--- config.mk ---
export PLATFORM = sky130hd
export DESIGN_NAME = id_hazard_control
export DESIGN_NICKNAME = d
export VERILOG_FILES = /design/src/rtl/mips_ctrl_pkg.sv /design/src/rtl/id_decode.sv /design/src/rtl/id_hazard_control.sv
export SDC_FILE = /design/constraint.sdc
export NUM_CORES = 1
export LEC_CHECK = 0
export ABC_AREA = 1
export CORE_MARGIN = 2
export CORE_UTILIZATION = 33
export CTS_BUF_LIST = sky130_fd_sc_hd__clkbuf_16
export DETAILED_ROUTE_END_ITERATION = 6
export PLACE_DENSITY = 0.66
export SETUP_SLACK_MARGIN = 0.2
export SLEW_MARGIN = 15
export SYNTH_ARGS = -nofsm -noshare
export SYNTH_HDL_FRONTEND = slang
export SYNTH_SLANG_ARGS = --single-unit
--- constraint.sdc ---
create_clock -name clk -period 2.55 [get_ports clk]
set_clock_uncertainty 0.2 [all_clocks]
set_input_delay 0.51 -clock clk [delete_from_list [all_inputs] [get_ports clk]]
set_output_delay 0.51 -clock clk [all_outputs]
set_load 0.005 [all_outputs]
--- src/rtl/mips_ctrl_pkg.sv ---
// Shared opcode, ALU-operation and control-bundle definitions for the MIPS32 ID stage.
package mips_ctrl_pkg;

    localparam logic [5:0] OP_RTYPE = 6'b000000;
    localparam logic [5:0] OP_LW    = 6'b100011;
    localparam logic [5:0] OP_SW    = 6'b101011;
    localparam logic [5:0] OP_BEQ   = 6'b000100;
    localparam logic [5:0] OP_ADDI  = 6'b001000;
    localparam logic [5:0] OP_J     = 6'b000010;

    localparam logic [1:0] ALU_ADD   = 2'b00;
    localparam logic [1:0] ALU_SUB   = 2'b01;
    localparam logic [1:0] ALU_FUNCT = 2'b10;

    typedef enum logic {
        RUN   = 1'b0,
        STALL = 1'b1
    } state_t;

    // Selects what the ID/EX register does on the next edge.
    typedef enum logic [1:0] {
        EX_HOLD   = 2'd0,
        EX_BUBBLE = 2'd1,
        EX_LOAD   = 2'd2
    } ex_op_t;

    typedef struct packed {
        logic       regwrite;
        logic       memtoreg;
        logic       branch;
        logic       memread;
        logic       memwrite;
        logic       regdst;
        logic       alusrc;
        logic       jump;
        logic [1:0] aluop;
    } ctrl_t;

    localparam ctrl_t CTRL_NONE = '0;

endpackage

--- src/rtl/id_decode.sv ---
// Combinational opcode decoder: control bundle, illegal flag and operand-use flags.
module id_decode
    import mips_ctrl_pkg::*;
#(
    parameter bit EN_ADDI = 1'b1,
    parameter bit EN_JUMP = 1'b1
) (
    input  logic [5:0] opcode,
    output ctrl_t      ctrl,
    output logic       illegal,
    output logic       uses_rs,
    output logic       uses_rt
);

    always_comb begin
        ctrl    = CTRL_NONE;
        illegal = 1'b0;
        uses_rs = 1'b0;
        uses_rt = 1'b0;
        case (opcode)
            OP_RTYPE: begin
                ctrl.regdst   = 1'b1;
                ctrl.regwrite = 1'b1;
                ctrl.aluop    = ALU_FUNCT;
                uses_rs       = 1'b1;
                uses_rt       = 1'b1;
            end
            OP_LW: begin
                ctrl.alusrc   = 1'b1;
                ctrl.memread  = 1'b1;
                ctrl.regwrite = 1'b1;
                ctrl.memtoreg = 1'b1;
                ctrl.aluop    = ALU_ADD;
                uses_rs       = 1'b1;
            end
            OP_SW: begin
                ctrl.alusrc   = 1'b1;
                ctrl.memwrite = 1'b1;
                ctrl.aluop    = ALU_ADD;
                uses_rs       = 1'b1;
                uses_rt       = 1'b1;
            end
            OP_BEQ: begin
                ctrl.branch = 1'b1;
                ctrl.aluop  = ALU_SUB;
                uses_rs     = 1'b1;
                uses_rt     = 1'b1;
            end
            OP_ADDI: begin
                if (EN_ADDI) begin
                    ctrl.alusrc   = 1'b1;
                    ctrl.regwrite = 1'b1;
                    ctrl.aluop    = ALU_ADD;
                    uses_rs       = 1'b1;
                end else begin
                    illegal = 1'b1;
                end
            end
            OP_J: begin
                if (EN_JUMP) begin
                    ctrl.jump = 1'b1;
                end else begin
                    illegal = 1'b1;
                end
            end
            default: illegal = 1'b1;
        endcase
    end

endmodule

--- src/rtl/id_hazard_control.sv ---
// ID-stage control: decode into the ID/EX register, load-use stall FSM,
// branch/jump flush and external freeze handling.
module id_hazard_control
    import mips_ctrl_pkg::*;
#(
    parameter int unsigned ALUOP_W      = 2,
    parameter bit          EN_ADDI      = 1'b1,
    parameter bit          EN_JUMP      = 1'b1,
    parameter int unsigned STALL_CYCLES = 1
) (
    input  logic               clk,
    input  logic               rst_n,
    input  logic [31:0]        instr_id,
    input  logic               valid_id,
    input  logic               flush_ex,
    input  logic               stall_in,
    output logic               pc_write,
    output logic               ifid_write,
    output logic               ifid_flush,
    output logic               regwrite_ex,
    output logic               memtoreg_ex,
    output logic               branch_ex,
    output logic               memread_ex,
    output logic               memwrite_ex,
    output logic               regdst_ex,
    output logic               alusrc_ex,
    output logic               jump_ex,
    output logic [ALUOP_W-1:0] aluop_ex,
    output logic [4:0]         rs_ex,
    output logic [4:0]         rt_ex,
    output logic [4:0]         rd_ex,
    output logic               valid_ex,
    output logic               illegal_ex
);

    localparam logic [1:0] CNT_INIT = 2'(STALL_CYCLES - 1);

    state_t     state, state_n;
    logic [1:0] cnt, cnt_n;
    ex_op_t     ex_op;

    ctrl_t      dec_ctrl;
    logic       dec_illegal, uses_rs, uses_rt;
    ctrl_t      ctrl_q;
    logic       valid_q, illegal_q;
    logic [4:0] rs_q, rt_q, rd_q;

    logic [4:0] rs_id, rt_id, rd_id;
    logic       is_nop, hazard;

    assign rs_id  = instr_id[25:21];
    assign rt_id  = instr_id[20:16];
    assign rd_id  = instr_id[15:11];
    assign is_nop = (instr_id == 32'd0);

    id_decode #(
        .EN_ADDI (EN_ADDI),
        .EN_JUMP (EN_JUMP)
    ) u_decode (
        .opcode  (instr_id[31:26]),
        .ctrl    (dec_ctrl),
        .illegal (dec_illegal),
        .uses_rs (uses_rs),
        .uses_rt (uses_rt)
    );

    // A load in EX whose destination feeds the ID instruction; $0 never hazards.
    assign hazard = (state == RUN) && valid_q && ctrl_q.memread && (rt_q != 5'd0) &&
                    valid_id && ((uses_rs && (rs_id == rt_q)) || (uses_rt && (rt_id == rt_q)));

    always_comb begin
        state_n    = state;
        cnt_n      = cnt;
        pc_write   = 1'b1;
        ifid_write = 1'b1;
        ifid_flush = 1'b0;
        ex_op      = EX_LOAD;
        if (stall_in) begin
            pc_write   = 1'b0;
            ifid_write = 1'b0;
            ex_op      = EX_HOLD;
        end else if (flush_ex) begin
            ifid_flush = 1'b1;
            ex_op      = EX_BUBBLE;
            state_n    = RUN;
            cnt_n      = 2'd0;
        end else if (state == STALL) begin
            pc_write   = 1'b0;
            ifid_write = 1'b0;
            ex_op      = EX_BUBBLE;
            if (cnt == 2'd1) begin
                state_n = RUN;
                cnt_n   = 2'd0;
            end else begin
                cnt_n = cnt - 2'd1;
            end
        end else if (hazard) begin
            pc_write   = 1'b0;
            ifid_write = 1'b0;
            ex_op      = EX_BUBBLE;
            if (STALL_CYCLES > 1) begin
                state_n = STALL;
                cnt_n   = CNT_INIT;
            end
        end else if (!valid_id) begin
            ex_op = EX_BUBBLE;
        end
    end

    always_ff @(posedge clk or negedge rst_n) begin
        if (!rst_n) begin
            state     <= RUN;
            cnt       <= 2'd0;
            ctrl_q    <= CTRL_NONE;
            valid_q   <= 1'b0;
            illegal_q <= 1'b0;
            rs_q      <= 5'd0;
            rt_q      <= 5'd0;
            rd_q      <= 5'd0;
        end else begin
            state <= state_n;
            cnt   <= cnt_n;
            case (ex_op)
                EX_BUBBLE: begin
                    ctrl_q    <= CTRL_NONE;
                    valid_q   <= 1'b0;
                    illegal_q <= 1'b0;
                    rs_q      <= 5'd0;
                    rt_q      <= 5'd0;
                    rd_q      <= 5'd0;
                end
                EX_LOAD: begin
                    // The all-zero word decodes as RTYPE, so NOP overrides the bundle.
                    ctrl_q    <= is_nop ? CTRL_NONE : dec_ctrl;
                    valid_q   <= 1'b1;
                    illegal_q <= dec_illegal & ~is_nop;
                    rs_q      <= rs_id;
                    rt_q      <= rt_id;
                    rd_q      <= rd_id;
                end
                default: ;
            endcase
        end
    end

    assign regwrite_ex = ctrl_q.regwrite;
    assign memtoreg_ex = ctrl_q.memtoreg;
    assign branch_ex   = ctrl_q.branch;
    assign memread_ex  = ctrl_q.memread;
    assign memwrite_ex = ctrl_q.memwrite;
    assign regdst_ex   = ctrl_q.regdst;
    assign alusrc_ex   = ctrl_q.alusrc;
    assign jump_ex     = ctrl_q.jump;
    assign aluop_ex    = ALUOP_W'(ctrl_q.aluop);
    assign rs_ex       = rs_q;
    assign rt_ex       = rt_q;
    assign rd_ex       = rd_q;
    assign valid_ex    = valid_q;
    assign illegal_ex  = illegal_q;

endmodule

; ---- Word level (Yosys, flattened, before mapping)
; Index checks and enable logic that the tools add are counted.
[op_classes]
n_reduce_logical = 19
eq_ne = 10
n_bitwise = 4
mux = 35
addsub = 1
[op_table]
columns = cell, count
row1 = 32-bit logical NOT, 1
row2 = 5-bit one-hot mux with 2 select lines, 3
row3 = 10-bit one-hot mux with 2 select lines, 1
row4 = 1-bit two-way mux, 19
row5 = 2-bit two-way mux, 8
row6 = "6-bit == test, second input constant", 2
row7 = 5-bit == test, 2
row8 = 10-bit two-way mux, 1
row9 = 3-bit OR reduction, 3
row10 = 1-bit logical AND, 7
row11 = "6-bit by 2-bit == test with 1-bit output, second input constant", 1
row12 = "6-bit by 3-bit == test with 1-bit output, second input constant", 1
row13 = "6-bit by 4-bit == test with 1-bit output, second input constant", 1
row14 = 6-bit logical NOT, 1
row15 = 6-bit OR reduction, 1
row16 = 5-bit nonzero test, 1
row17 = 5-bit OR reduction, 1
row18 = "2-bit by 1-bit == test with 1-bit output, second input constant", 2
row19 = 1-bit one-hot mux with 2 select lines, 2
row20 = 2-bit one-hot mux with 2 select lines, 1
row21 = 2-bit nonzero test, 2
row22 = 1-bit NOT, 3
row23 = "2-bit == test, second input constant", 1
row24 = 2-bit AND reduction, 1
row25 = 3 further kinds, 3
[word_totals]
register_bits = 30
word_cells = 85

; ---- Logic depth before layout (Yosys ltp)
[logic_depth]
depth_word = 12
mapped_depth = 18

; ---- By module
; A second synthesis with hierarchy kept.
[unflattened]
hier_cells = 240
hier_area_um2 = 1804.2
[modules_own_cells]
columns = module, area_each_um2, seq_area_each_um2, instances, cells_per_inst
row1 = id_hazard_control, 1627.8, 750.7, 1, 206
row2 = id_decode, 176.4, 0.0, 1, 34

; ---- Worst setup path after synthesis
; Ideal clock, no wire load.
[synth_timing]
kind = input to register
startpoint = input port instr_id[27]
endpoint = register ctrl_q (netlist bit regwrite_ex)
setup_slack_ns = 0.217
path_buffers = 1
setup_ns = 0.069
arrival_time_ns = 2.064
path_stages = 15
cell_sequence = nor2_2 > nand3_2 > nand3_1 > nand3_1 > nand2_1 > nand2_2 > nand2_2 > nand2_1 > ha_1 > inv_2 > nand2_1 > buf_2 > nor3_1 > nand2_1 > nand3_1
[synth_between]
elab_chain_len = 12
[synth_lines]
columns = element, line
row1 = from (decl), id_hazard_control.sv:13  ; input logic [31:0] instr_id,
row2 = "6-bit == test, or another cell as far along", id_decode.sv:20  ; case (opcode)
row3 = 5-bit OR reduction (no line) / 3-bit OR reduction (equally long branches), n/a
row4 = "1-bit two-way mux, on equally long branches", n/a
row5 = 1-bit logical AND, id_hazard_control.sv:69  ; valid_id && ((uses_rs && (rs_id == rt_q)) || (uses_rt && (rt_id == rt_q)));
row6 = 1-bit logical OR, id_hazard_control.sv:69
row7 = 1-bit logical AND, id_hazard_control.sv:69
row8 = 2-bit two-way mux, id_hazard_control.sv:97  ; end else if (hazard) begin
row9 = 2-bit two-way mux, id_hazard_control.sv:87  ; end else if (state == STALL) begin
row10 = 2-bit two-way mux, id_hazard_control.sv:82  ; end else if (flush_ex) begin
row11 = 2-bit two-way mux, id_hazard_control.sv:78  ; if (stall_in) begin
row12 = 2-bit == test / 2-bit by 1-bit == test with 1-bit output (equally long branches), id_hazard_control.sv:123  ; case (ex_op)
row13 = 10-bit one-hot mux with 2 select lines / 2-bit nonzero test (equally long branches), n/a
row14 = to (signal assigned), id_hazard_control.sv:134  ; ctrl_q <= is_nop ? CTRL_NONE : dec_ctrl;
row15 = to (decl), id_hazard_control.sv:44  ; ctrl_t ctrl_q;
; Several ways; a longest one is shown, not always the timed one.
; A chain may end at the register's enable or synchronous reset.

; ---- Worst setup path after layout
[layout_timing]
startpoint = input port instr_id[29]
endpoint = output port pc_write
[layout_between]
elab_chain_len = 10
[layout_lines]
columns = element, line
row1 = "6-bit == test, or another cell as far along", id_decode.sv:20
row2 = 5-bit OR reduction (no line) / 3-bit OR reduction (equally long branches), n/a
row3 = "1-bit two-way mux, on equally long branches", n/a
row4 = 1-bit logical AND, id_hazard_control.sv:69
row5 = 1-bit logical OR (*), id_hazard_control.sv:69
row6 = 1-bit logical AND (*), id_hazard_control.sv:69
row7 = 1-bit two-way mux (*), id_hazard_control.sv:97
row8 = 1-bit two-way mux (*), id_hazard_control.sv:87
row9 = 1-bit two-way mux (*), id_hazard_control.sv:82
row10 = 1-bit two-way mux (*), id_hazard_control.sv:78
row11 = to (decl), id_hazard_control.sv:17  ; output logic pc_write,
; Mark *: on every way between the ends. The rest lies on a longest branch, timed or not.

==> out/qor.json <==
{
  "outcome": {"value": "finished clean"},
  "remaining_antenna_violation_count_after_routing": {"value": 0},
  "layout.nets": {"value": 348},
  "route.final.wire_length": {"value": 4370, "unit": "um"},
  "crit_fanout": {"value": 3},
  "synth_most_common_cell": {"value": "nand2_1"},
  "postSynth.asyncResetShare": {"value": 100, "unit": "%"},
  "synth_top_family_by_area": {"value": "simple AND/OR/NAND/NOR gates"},
  "pwr_density_cell": {"value": 475, "unit": "mW/mm2"},
  "pin_count_of_the_biggest_net_entering_global_routing": {"value": 30},
  "first_pass_grt_wire_length": {"value": 7300, "unit": "um"},
  "synth_largest_type_area_fraction": {"value": 45.5, "unit": "%"},
  "final_min_period_over_clock_period": {"value": 88.2, "unit": "%"},
  "wl_per_cell": {"value": 12.0, "unit": "um"},
  "global_route.overflow_total": {"value": 0},
  "synthDistinctLibCells": {"value": 26},
  "ratio_of_cells_with_drive_above_1_in_the_final_layout": {"value": 23.9, "unit": "%"},
  "post_synth.cell_area_avg": {"value": 7.46, "unit": "um2"},
  "root_cell_of_the_clock_tree": {"value": "clkbuf_16"},
  "synth_compound_gate_area_share": {"value": 9.40, "unit": "%"},
  "period_needed": {"value": 2250, "unit": "ps"},
  "final_total_power": {"value": 0.00127, "unit": "W"},
  "design.die.area": {"value": 0.00541, "unit": "mm2"},
  "drtPass1Iterations": {"value": 4},
  "synth_warnings": {"value": 0},
  "number_of_hold_repair_buffers_added_at_the_cts_stage": {"value": 0},
  "critical_path.max_stage_delay": {"value": 200, "unit": "ps"},
  "clk_pin_slew_worst_paths": {"value": 50, "unit": "ps"},
  "clock_insertion_delay_worst_skew": {"value": 270, "unit": "ps"},
  "insertedDiodeCount": {"value": 0},
  "finalSetupViolCount": {"value": 0},
  "final_core_utilization": {"value": 56.9, "unit": "%"},
  "timing.final.hold_violations": {"value": 0},
  "hold_class": {"value": "reg2reg"},
  "grt_setup_unrepaired": {"value": "no"},
  "number_of_drc_markers_in_iteration_0": {"value": 72},
  "synth_sequential_area_ratio": {"value": 45.5, "unit": "%"},
  "synth_common_cells": {"value": "nand2_1 (58), inv_1 (32), dfrtp_1 (29), o21ai_0 (18), nor2_1 (15)"},
  "yosys_register_bits": {"value": 29},
  "syn-instance-count": {"value": 214},
  "vias_per_cell": {"value": 4.73},
  "grt_antenna_before_repair": {"value": 0},
  "netlist.top_cell.by_area": {"value": "dfrtp_1"},
  "path_common_cell": {"value": "nand2_2"},
  "synthesis.area": {"value": 0.00160, "unit": "mm2"},
  "cp_data_arrival_time": {"value": 1540, "unit": "ps"},
  "criticalPathCategory": {"value": "in2out"},
  "setup.worst_path.start_class": {"value": "primary input"},
  "cp_cell_instances": {"value": "clkdlybuf4s15_1, inv_2, buf_6, nand3_4, nand2_2, nand4_1, nand2_2, nand2_2, nand2_2, nand2_1, buf_2"},
  "drc": {"value": 0},
  "cts.sink_count": {"value": 29},
  "tritoncts": {"value": "yes"},
  "route.vias.total": {"value": 1718},
  "max-vdd-ir-drop": {"value": 0.267, "unit": "mV"},
  "tritoncts.num_buffers": {"value": 5},
  "critPathSlowestCell": {"value": "clkdlybuf4s15_1"},
  "half_perimeter_wire_length_of_the_detailed_placement_result": {"value": 3420, "unit": "um"},
  "synth_fa_ha_area_share": {"value": 2.35, "unit": "%"},
  "ctsLongestPathBuffers": {"value": 2},
  "core-area": {"value": 0.00469, "unit": "mm2"},
  "cts_post_setup_buffers_inserted": {"value": 0},
  "max_cap_viol_count": {"value": 0},
  "floorplan.initialDensity": {"value": 34.0, "unit": "%"},
  "worstMarginPinSlew": {"value": 374, "unit": "ps"},
  "yosys_most_used_dff": {"value": "dfrtp_1"},
  "report.final.slew_viol_count": {"value": 0},
  "slew_headroom": {"value": 75.1, "unit": "%"},
  "height_of_the_chip": {"value": 73.6, "unit": "um"},
  "cp.buffers_inverters": {"value": 4},
  "io_pins": {"value": 67},
  "track_usage": {"value": 17.7, "unit": "%"},
  "setup.worst_path.end_class": {"value": "primary output"},
  "synth_area_in_xor_xnor": {"value": 1.10, "unit": "%"},
  "gpl.final_weighted_congestion": {"value": 0.842},
  "yosys.area_share.simple": {"value": 30.7, "unit": "%"},
  "synth_edf_count": {"value": 0},
  "timing.fmax": {"value": 0.444, "unit": "GHz"},
  "num_rows": {"value": 25},
  "first_global_vias": {"value": 1670},
  "synth_mux_area_share": {"value": 0, "unit": "%"},
  "ys_top_cells_by_area": {"value": "dfrtp_1 (45%), nand2_1 (14%), inv_1 (7.5%)"},
  "syn-num-nets": {"value": 254},
  "p_leak": {"value": 1.34, "unit": "nW"},
  "die_width": {"value": 73.6, "unit": "um"},
  "critical-path-top-delay-family": {"value": "buffers and inverters"},
  "worst_ep_required_time": {"value": 1840, "unit": "ps"},
  "holdWs": {"value": 275, "unit": "ps"},
  "area_growth_syn_to_layout": {"value": 67.2, "unit": "%"},
  "portBuffers": {"value": 66},
  "cts_htree_levels": {"value": 2}
}
## flip-flops by register name, summed over array words and instances, names as in the netlist, 2 cells and up
| name | cells |
|---|---|
| aluop_ex | 2 |
| cnt | 2 |
| rd_ex | 5 |
| rs_ex | 5 |
| rt_ex | 5 |
## power breakdown
group | switching, W | internal (W) | total (W)
combinational | 0.000111 | 0.000123 | 0.000234
clock | 0.000191 | 0.000351 | 0.000542
sequential | 0.0000122 | 0.000479 | 0.000492
## logic make-up after synthesis
logic type,after synthesis
buffers and inverters,44
AND/OR/NAND/NOR,109
adder cells (fa/ha/maj),3
AO/OA/AOI/OAI,27
flip-flops,29
XOR/XNOR,2
## cell usage in the layout (no fill, tap or decap), types with 8 or more instances in the layout
master	n
clkdlybuf4s50_1	46
dlygate4sd2_1	9
nand3_1	11
dfrtp_1	26
o21ai_0	10
o21ai_1	8
nor2_1	12
inv_2	9
buf_4	26
nand2_1	53
inv_1	29
## worst register-to-register path: cells and delay by family, from the launching register on
| family | cells | cell delay (ps) |
|---|---|---|
| AOI/OAI and AO/OA | 1 | 100 |
| and+or+nand+nor | 11 | 870 |
| DFF | 1 | 440 |
| buffers and inverters | 3 | 150 |
| adders and majority gates | 1 | 270 |
## layer usage
layer  GRT usage, %  share of wire (%)
met5              0                  0
met4           6.46                1.8
met3           5.62                7.4
met2           28.1                 45
met1           22.6                 46
## stage by stage
step	std cells	setup TNS, ps	area, um2	worst slack (ps)
after floorplan	214	0	1600	217
after global placement	355	-7900	2490	-354
after detailed placement	355	-9600	2490	-414
after CTS	363	0	2610	200
after global routing	363	0	2670	202
final	363	0	2670	300
## path summary, 6_finish.rpt
kind	slack, ps	cells past startpoint	end	from
setup / recovery	300	11	pc_write	instr_id[29]
hold / removal	280	2	branch_ex	branch_ex
setup reg to reg	390	16	memtoreg_ex	rt_ex[4]
hold reg to reg	280	2	branch_ex	branch_ex
max in group asynchronous	1420	2	rt_ex[4]	rst_n
min in group asynchronous	430	2	alusrc_ex	rst_n
## repair_timing
item / in CTS / in global routing
pin swaps: 10 / 14
setup endpoints to repair: 29 / 28
hold endpoints to repair: 0 / 0
gates cloned: 0 / 0
gates resized for setup: 37 / 36
## layout make-up
class | count | area, um2
Timing Repair Buffer | 93 | 821
Tap cell | 54 | 67.6
Inverter | 38 | 143
Multi-Input combinational cell | 141 | 771
Clock buffer | 5 | 125
Clock inverter | 3 | 12.5
Sequential cell | 29 | 729
Fill cell | 464 | 2020
(Power assumes the default switching activity.)
==> variant 1, RTL diff (config.mk and constraints unchanged) <==
`EN_JUMP` is set to 1'b1 in 2 places; all go to 1'b0.
--- a/src/rtl/id_decode.sv
+++ b/src/rtl/id_decode.sv
@@ -3,7 +3,7 @@
     import mips_ctrl_pkg::*;
 #(
     parameter bit EN_ADDI = 1'b1,
-    parameter bit EN_JUMP = 1'b1
+    parameter bit EN_JUMP = 1'b0
 ) (
     input  logic [5:0] opcode,
     output ctrl_t      ctrl,
--- a/src/rtl/id_hazard_control.sv
+++ b/src/rtl/id_hazard_control.sv
@@ -5,7 +5,7 @@
 #(
     parameter int unsigned ALUOP_W      = 2,
     parameter bit          EN_ADDI      = 1'b1,
-    parameter bit          EN_JUMP      = 1'b1,
+    parameter bit          EN_JUMP      = 1'b0,
     parameter int unsigned STALL_CYCLES = 1
 ) (
     input  logic               clk,
Formal check against the unedited RTL: not equivalent (Yosys sat finds a counterexample within 4 cycles, from zero or initial values and one cycle with rst_n low).
==> variant 1 against the original RTL <==
- sequential cell count fell by 1
- sequential power fell by 4%
- combinational power fell by 2%
- die area fell by 5.7%
- area after synthesis fell by 6.0%
- register-to-register slack got worse by 0.05 ns
- critical path depth fell by 6
- worst setup slack got worse by 0.031 ns
- total power fell by 16%
- wire length fell by 5.2%
- final area fell by 6.6%
- highest routed layer unchanged
==> variant 1: results (changes against the original RTL) <==
worst_hold_path:
  hp-start: "memwrite_ex$_DFFE_PN0P_"  # was branch_ex$_DFFE_PN0P_
logic_synthesis:
  ys_seq_area_frac: 0.467  # was 0.455
  synth_cell_types: 28  # was 26
  syn_inst: 189  # was 214
  syn-num-nets: 229  # was 254
drt:
  via_count: 1533  # was 1718
  wl_met1_um: 1790  # was 2010 µm
  met2_length_um: 2070  # was 1960 µm
  wl_per_cell_um: 12.6  # was 12.0 µm
  drt_iter0_drc: 49  # was 72
  viasPerCell: 4.66  # was 4.73
power_and_ir_drop:
  leakagePower_nw: 1.21  # was 1.34 nW
  clkPwrFrac: 0.336  # was 0.427
  vdd_drop_max_mv: 0.257  # was 0.267 mV
  fin_total_pwr_mw: 1.06  # was 1.27 mW
outcome:
  run_status: "complete, no violations"  # unchanged
clock_network:
  cts_htree_levels: 1  # was 2
  cts_setup_buffers: 2  # was 0
  ctsResizeCount: 47  # was 37
  cts_buffers: 3  # was 5
layout:
  drive_gt1_frac: 0.256  # was 0.239
  clkCellAreaFrac: 0.0301  # was 0.0516
  utilization: 0.572  # was 0.569
  nNetsFinal: 319  # was 348
  seq_area_frac: 0.282  # was 0.273
  buf_share: 0.325  # was 0.308
  inverters_excl_clock: 30  # was 38
  multi_input_comb_area_um2: 728  # was 771 µm²
worst_setup_path:
  r2r-start: "rt_ex[0]$_DFFE_PN0P_"  # was rt_ex[4]$_DFFE_PN0P_
  crit_start: "flush_ex"  # was instr_id[29]
  slowest_stage: "clkdlybuf4s50_1"  # was clkdlybuf4s15_1
global_route:
  met2_usage: 0.289  # was 0.281
  grt_util_met1: 0.226  # about the same
placement:
  place_congestion: 0.880  # was 0.842
  numPortBuffers: 65  # was 66
  pre_cts_slack_ns: -0.377  # was -0.414 ns
-- variant 1: worst paths after layout --
| path | to | slack (ns) | cells after the start |
|---|---|---|---|
| setup / recovery | ifid_flush | 0.27 | 5 |
| min in group asynchronous | rs_ex[4]$_DFFE_PN0P_ | 0.43 | 2 |
| hold / removal | memwrite_ex$_DFFE_PN0P_ | 0.29 | 2 |
| hold reg to reg | memwrite_ex$_DFFE_PN0P_ | 0.29 | 2 |
| max in group asynchronous | rt_ex[0]$_DFFE_PN0P_ | 1.42 | 2 |
| setup reg to reg | rt_ex[0]$_DFFE_PN0P_ | 0.34 | 13 |
-- variant 1: kinds of logic after synthesis --
group,after synthesis,share of synthesized area
XOR/XNOR,8,0.0467
flip-flops,28,0.467
adder cells (fa/ha/maj),3,0.0250
other,1,0.00250
AND/OR/NAND/NOR,89,0.267
AO/OA/AOI/OAI,24,0.0934
buffers and inverters,36,0.0984
-- variant 1: worst min-delay path, cell delays in order, from the launching register on --
cell	delay, ns
dfrtp_1	0.34
nand2_1	0.05
nand2_1	0.06
==> variant 2, RTL diff (same flow settings) <==
Without the edit above. Make the reset (`rst_n`) synchronous in one clocked block.
--- a/src/rtl/id_hazard_control.sv
+++ b/src/rtl/id_hazard_control.sv
@@ -107,7 +107,7 @@
         end
     end
 
-    always_ff @(posedge clk or negedge rst_n) begin
+    always_ff @(posedge clk) begin
         if (!rst_n) begin
             state     <= RUN;
             cnt       <= 2'd0;
Function: differs if rst_n is asserted again (counterexample within 4 cycles, from zero or initial values and one cycle with rst_n low); with rst_n held inactive, the same outputs for 10 cycles.
==> variant 2 against the original RTL <==
- first-iteration DRC count up 47%
- fmax down 1.8%
- clock power up 40%
- synthesized cell count up 11%
- area after synthesis down 1.2%
- wire length up 11%
- total power up 14%
- worst setup slack worse by 0.040 ns
- global-route usage up 0.55 points
- largest power group unchanged
- sequential cell count unchanged
- final area up 2.9%
==> variant 2: results (changes against the original RTL) <==
layout:
  nNetsFinal: 369  # was 348
  drive_gt1_frac: 0.279  # was 0.239
  antenna_cells: 0  # unchanged
  nFillCells: 430  # was 464
power_and_ir_drop:
  leakagePower_nw: 1.18  # was 1.34 nW
  vdd_drop_max_mv: 0.302  # was 0.267 mV
drt:
  drt_iter0_drc: 106  # was 72
  dr.pass1.iters: 4  # unchanged
  wl_um: 4830  # was 4370 µm
  via_count: 1833  # was 1718
global_route:
  met3_usage: 0.0511  # was 0.0562
  met2_usage: 0.320  # was 0.281
  grt_util_met1: 0.217  # was 0.226
  antenna_found_initial: 0  # unchanged
  grt_max_degree: 27  # was 30
  grt_util_all_layers: 0.183  # was 0.177
  grt_overflow: 0  # unchanged
  grt_pass1_vias: 1735  # was 1670
  grt_pass1_wl_um: 7510  # was 7300 µm
sta:
  tightest_slew_ns: 0.480  # was 0.374 ns
clock_network:
  cts_htree_levels: 2  # unchanged
  clk_path_buf_depth: 2  # unchanged
  clock_latency_ns: 0.27  # about the same
  clkTransAtPathRegs_ns: 0.05  # about the same
  cts_buffers: 5  # unchanged
outcome:
  run_status: "complete, no violations"  # unchanged
logic_synthesis:
  synth_top_cells_by_count: "73 x nand2_1, 29 x dfxtp_1, 27 x nor2_1"  # was 58 x nand2_1, 32 x inv_1, 29 x dfrtp_1
  ys_warn_count: 0  # unchanged
  async_reset_ff_frac: 0  # was 1.00
  synth_area_leaders: "dfxtp_1 37%, nand2_1 17%, a21oi_1 7.9%"  # was dfrtp_1 45%, nand2_1 14%, inv_1 7.5%
  synth_cell_types: 28  # was 26
  syn-num-nets: 277  # was 254
  ys.flop_type: "dfxtp_1"  # was dfrtp_1
  ys_seq_area_frac: 0.368  # was 0.455
worst_hold_path:
  hold_class: "flop to flop"  # unchanged
worst_setup_path:
  cp_max_fo: 3  # unchanged
  cp.arrival_ns: 2.29  # was 1.54 ns
placement:
  hpwl_um: 3280  # was 3420 µm
  place_congestion: 0.882  # was 0.842
  numPortBuffers: 66  # unchanged
flow_run:
  cap_violations: 0  # unchanged
==> variant 2: report_power, final <==
part,internal [mW],switching [mW]
clock,0.557,0.201
sequential,0.461,0.00561
combinational,0.120,0.105
==> variant 2: cells by family after synthesis <==
logic type | after synthesis | synth area share
AO/OA/AOI/OAI | 33 | 0.114
XOR/XNOR | 3 | 0.0167
adder cells (fa/ha/maj) | 3 | 0.0238
buffers and inverters | 37 | 0.0999
flip-flops | 29 | 0.368
AND/OR/NAND/NOR | 132 | 0.377
==> variant 2: critical path, cell delays in order <==
cell and delay (ns):
dlygate4sd2_1 0.25, xor2_1 0.26, nor2_4 0.07, nand3_2 0.06, nand2_2 0.06, nand2_4 0.08
nand2_4 0.07, nor2_4 0.15, ha_4 0.23, inv_4 0.06, nand2_4 0.07, nor2_2 0.12
nand3_1 0.13, a21oi_1 0.15
==> variant 2: final timing paths <==
check | start | to | slack [ns] | cells past startpoint
max | instr_id[22] | aluop_ex[1]$_SDFFE_PN0P_ | 0.26 | 14
min reg2reg | rs_ex[0]$_SDFFE_PN0P_ | rs_ex[0]$_SDFFE_PN0P_ | 0.26 | 2
min | rs_ex[0]$_SDFFE_PN0P_ | rs_ex[0]$_SDFFE_PN0P_ | 0.26 | 2
max reg2reg | rt_ex[1]$_SDFFE_PN0P_ | aluop_ex[1]$_SDFFE_PN0P_ | 0.29 | 13
==> variant 2: repair_timing <==
item                                   4_1_cts  5_1_grt
setup buffers                                3        3
pin swaps                                   10       21
gates cloned                                 1        0
hold buffers                                 0        0
setup endpoints to repair                   29       28
endpoints found under the hold margin        0        0
gates resized for setup                     49       40
==> variant 2: metal layers <==
| layer | routed length, µm | vias to the layer above | part of all wire |
|---|---|---|---|
| li1 | - | 939 | - |
| met1 | 2030 | 829 | 0.42 |
| met2 | 2450 | 60 | 0.51 |
| met3 | 309 | 5 | 0.064 |
| met4 | 42 | 0 | 0.0087 |
| met5 | 0 | - | 0 |
==> variant 2: metrics by stage <==
step,instances,setup WS [ns],cell area (µm²)
floorplan,237,0.214,1580
global placement,369,-0.365,2420
detailed placement,369,-0.419,2420
CTS,381,0.213,2700
global route,384,0.153,2750
finish,384,0.260,2750
==> variant 2: layout make-up <==
cell class,count,share of cell area
multi-input combinational,171,0.340
timing repair buffer,94,0.312
sequential,29,0.213
clock buffer,5,0.0456
inverter,28,0.0410
tap,54,0.0246
clock inverter,3,0.0237
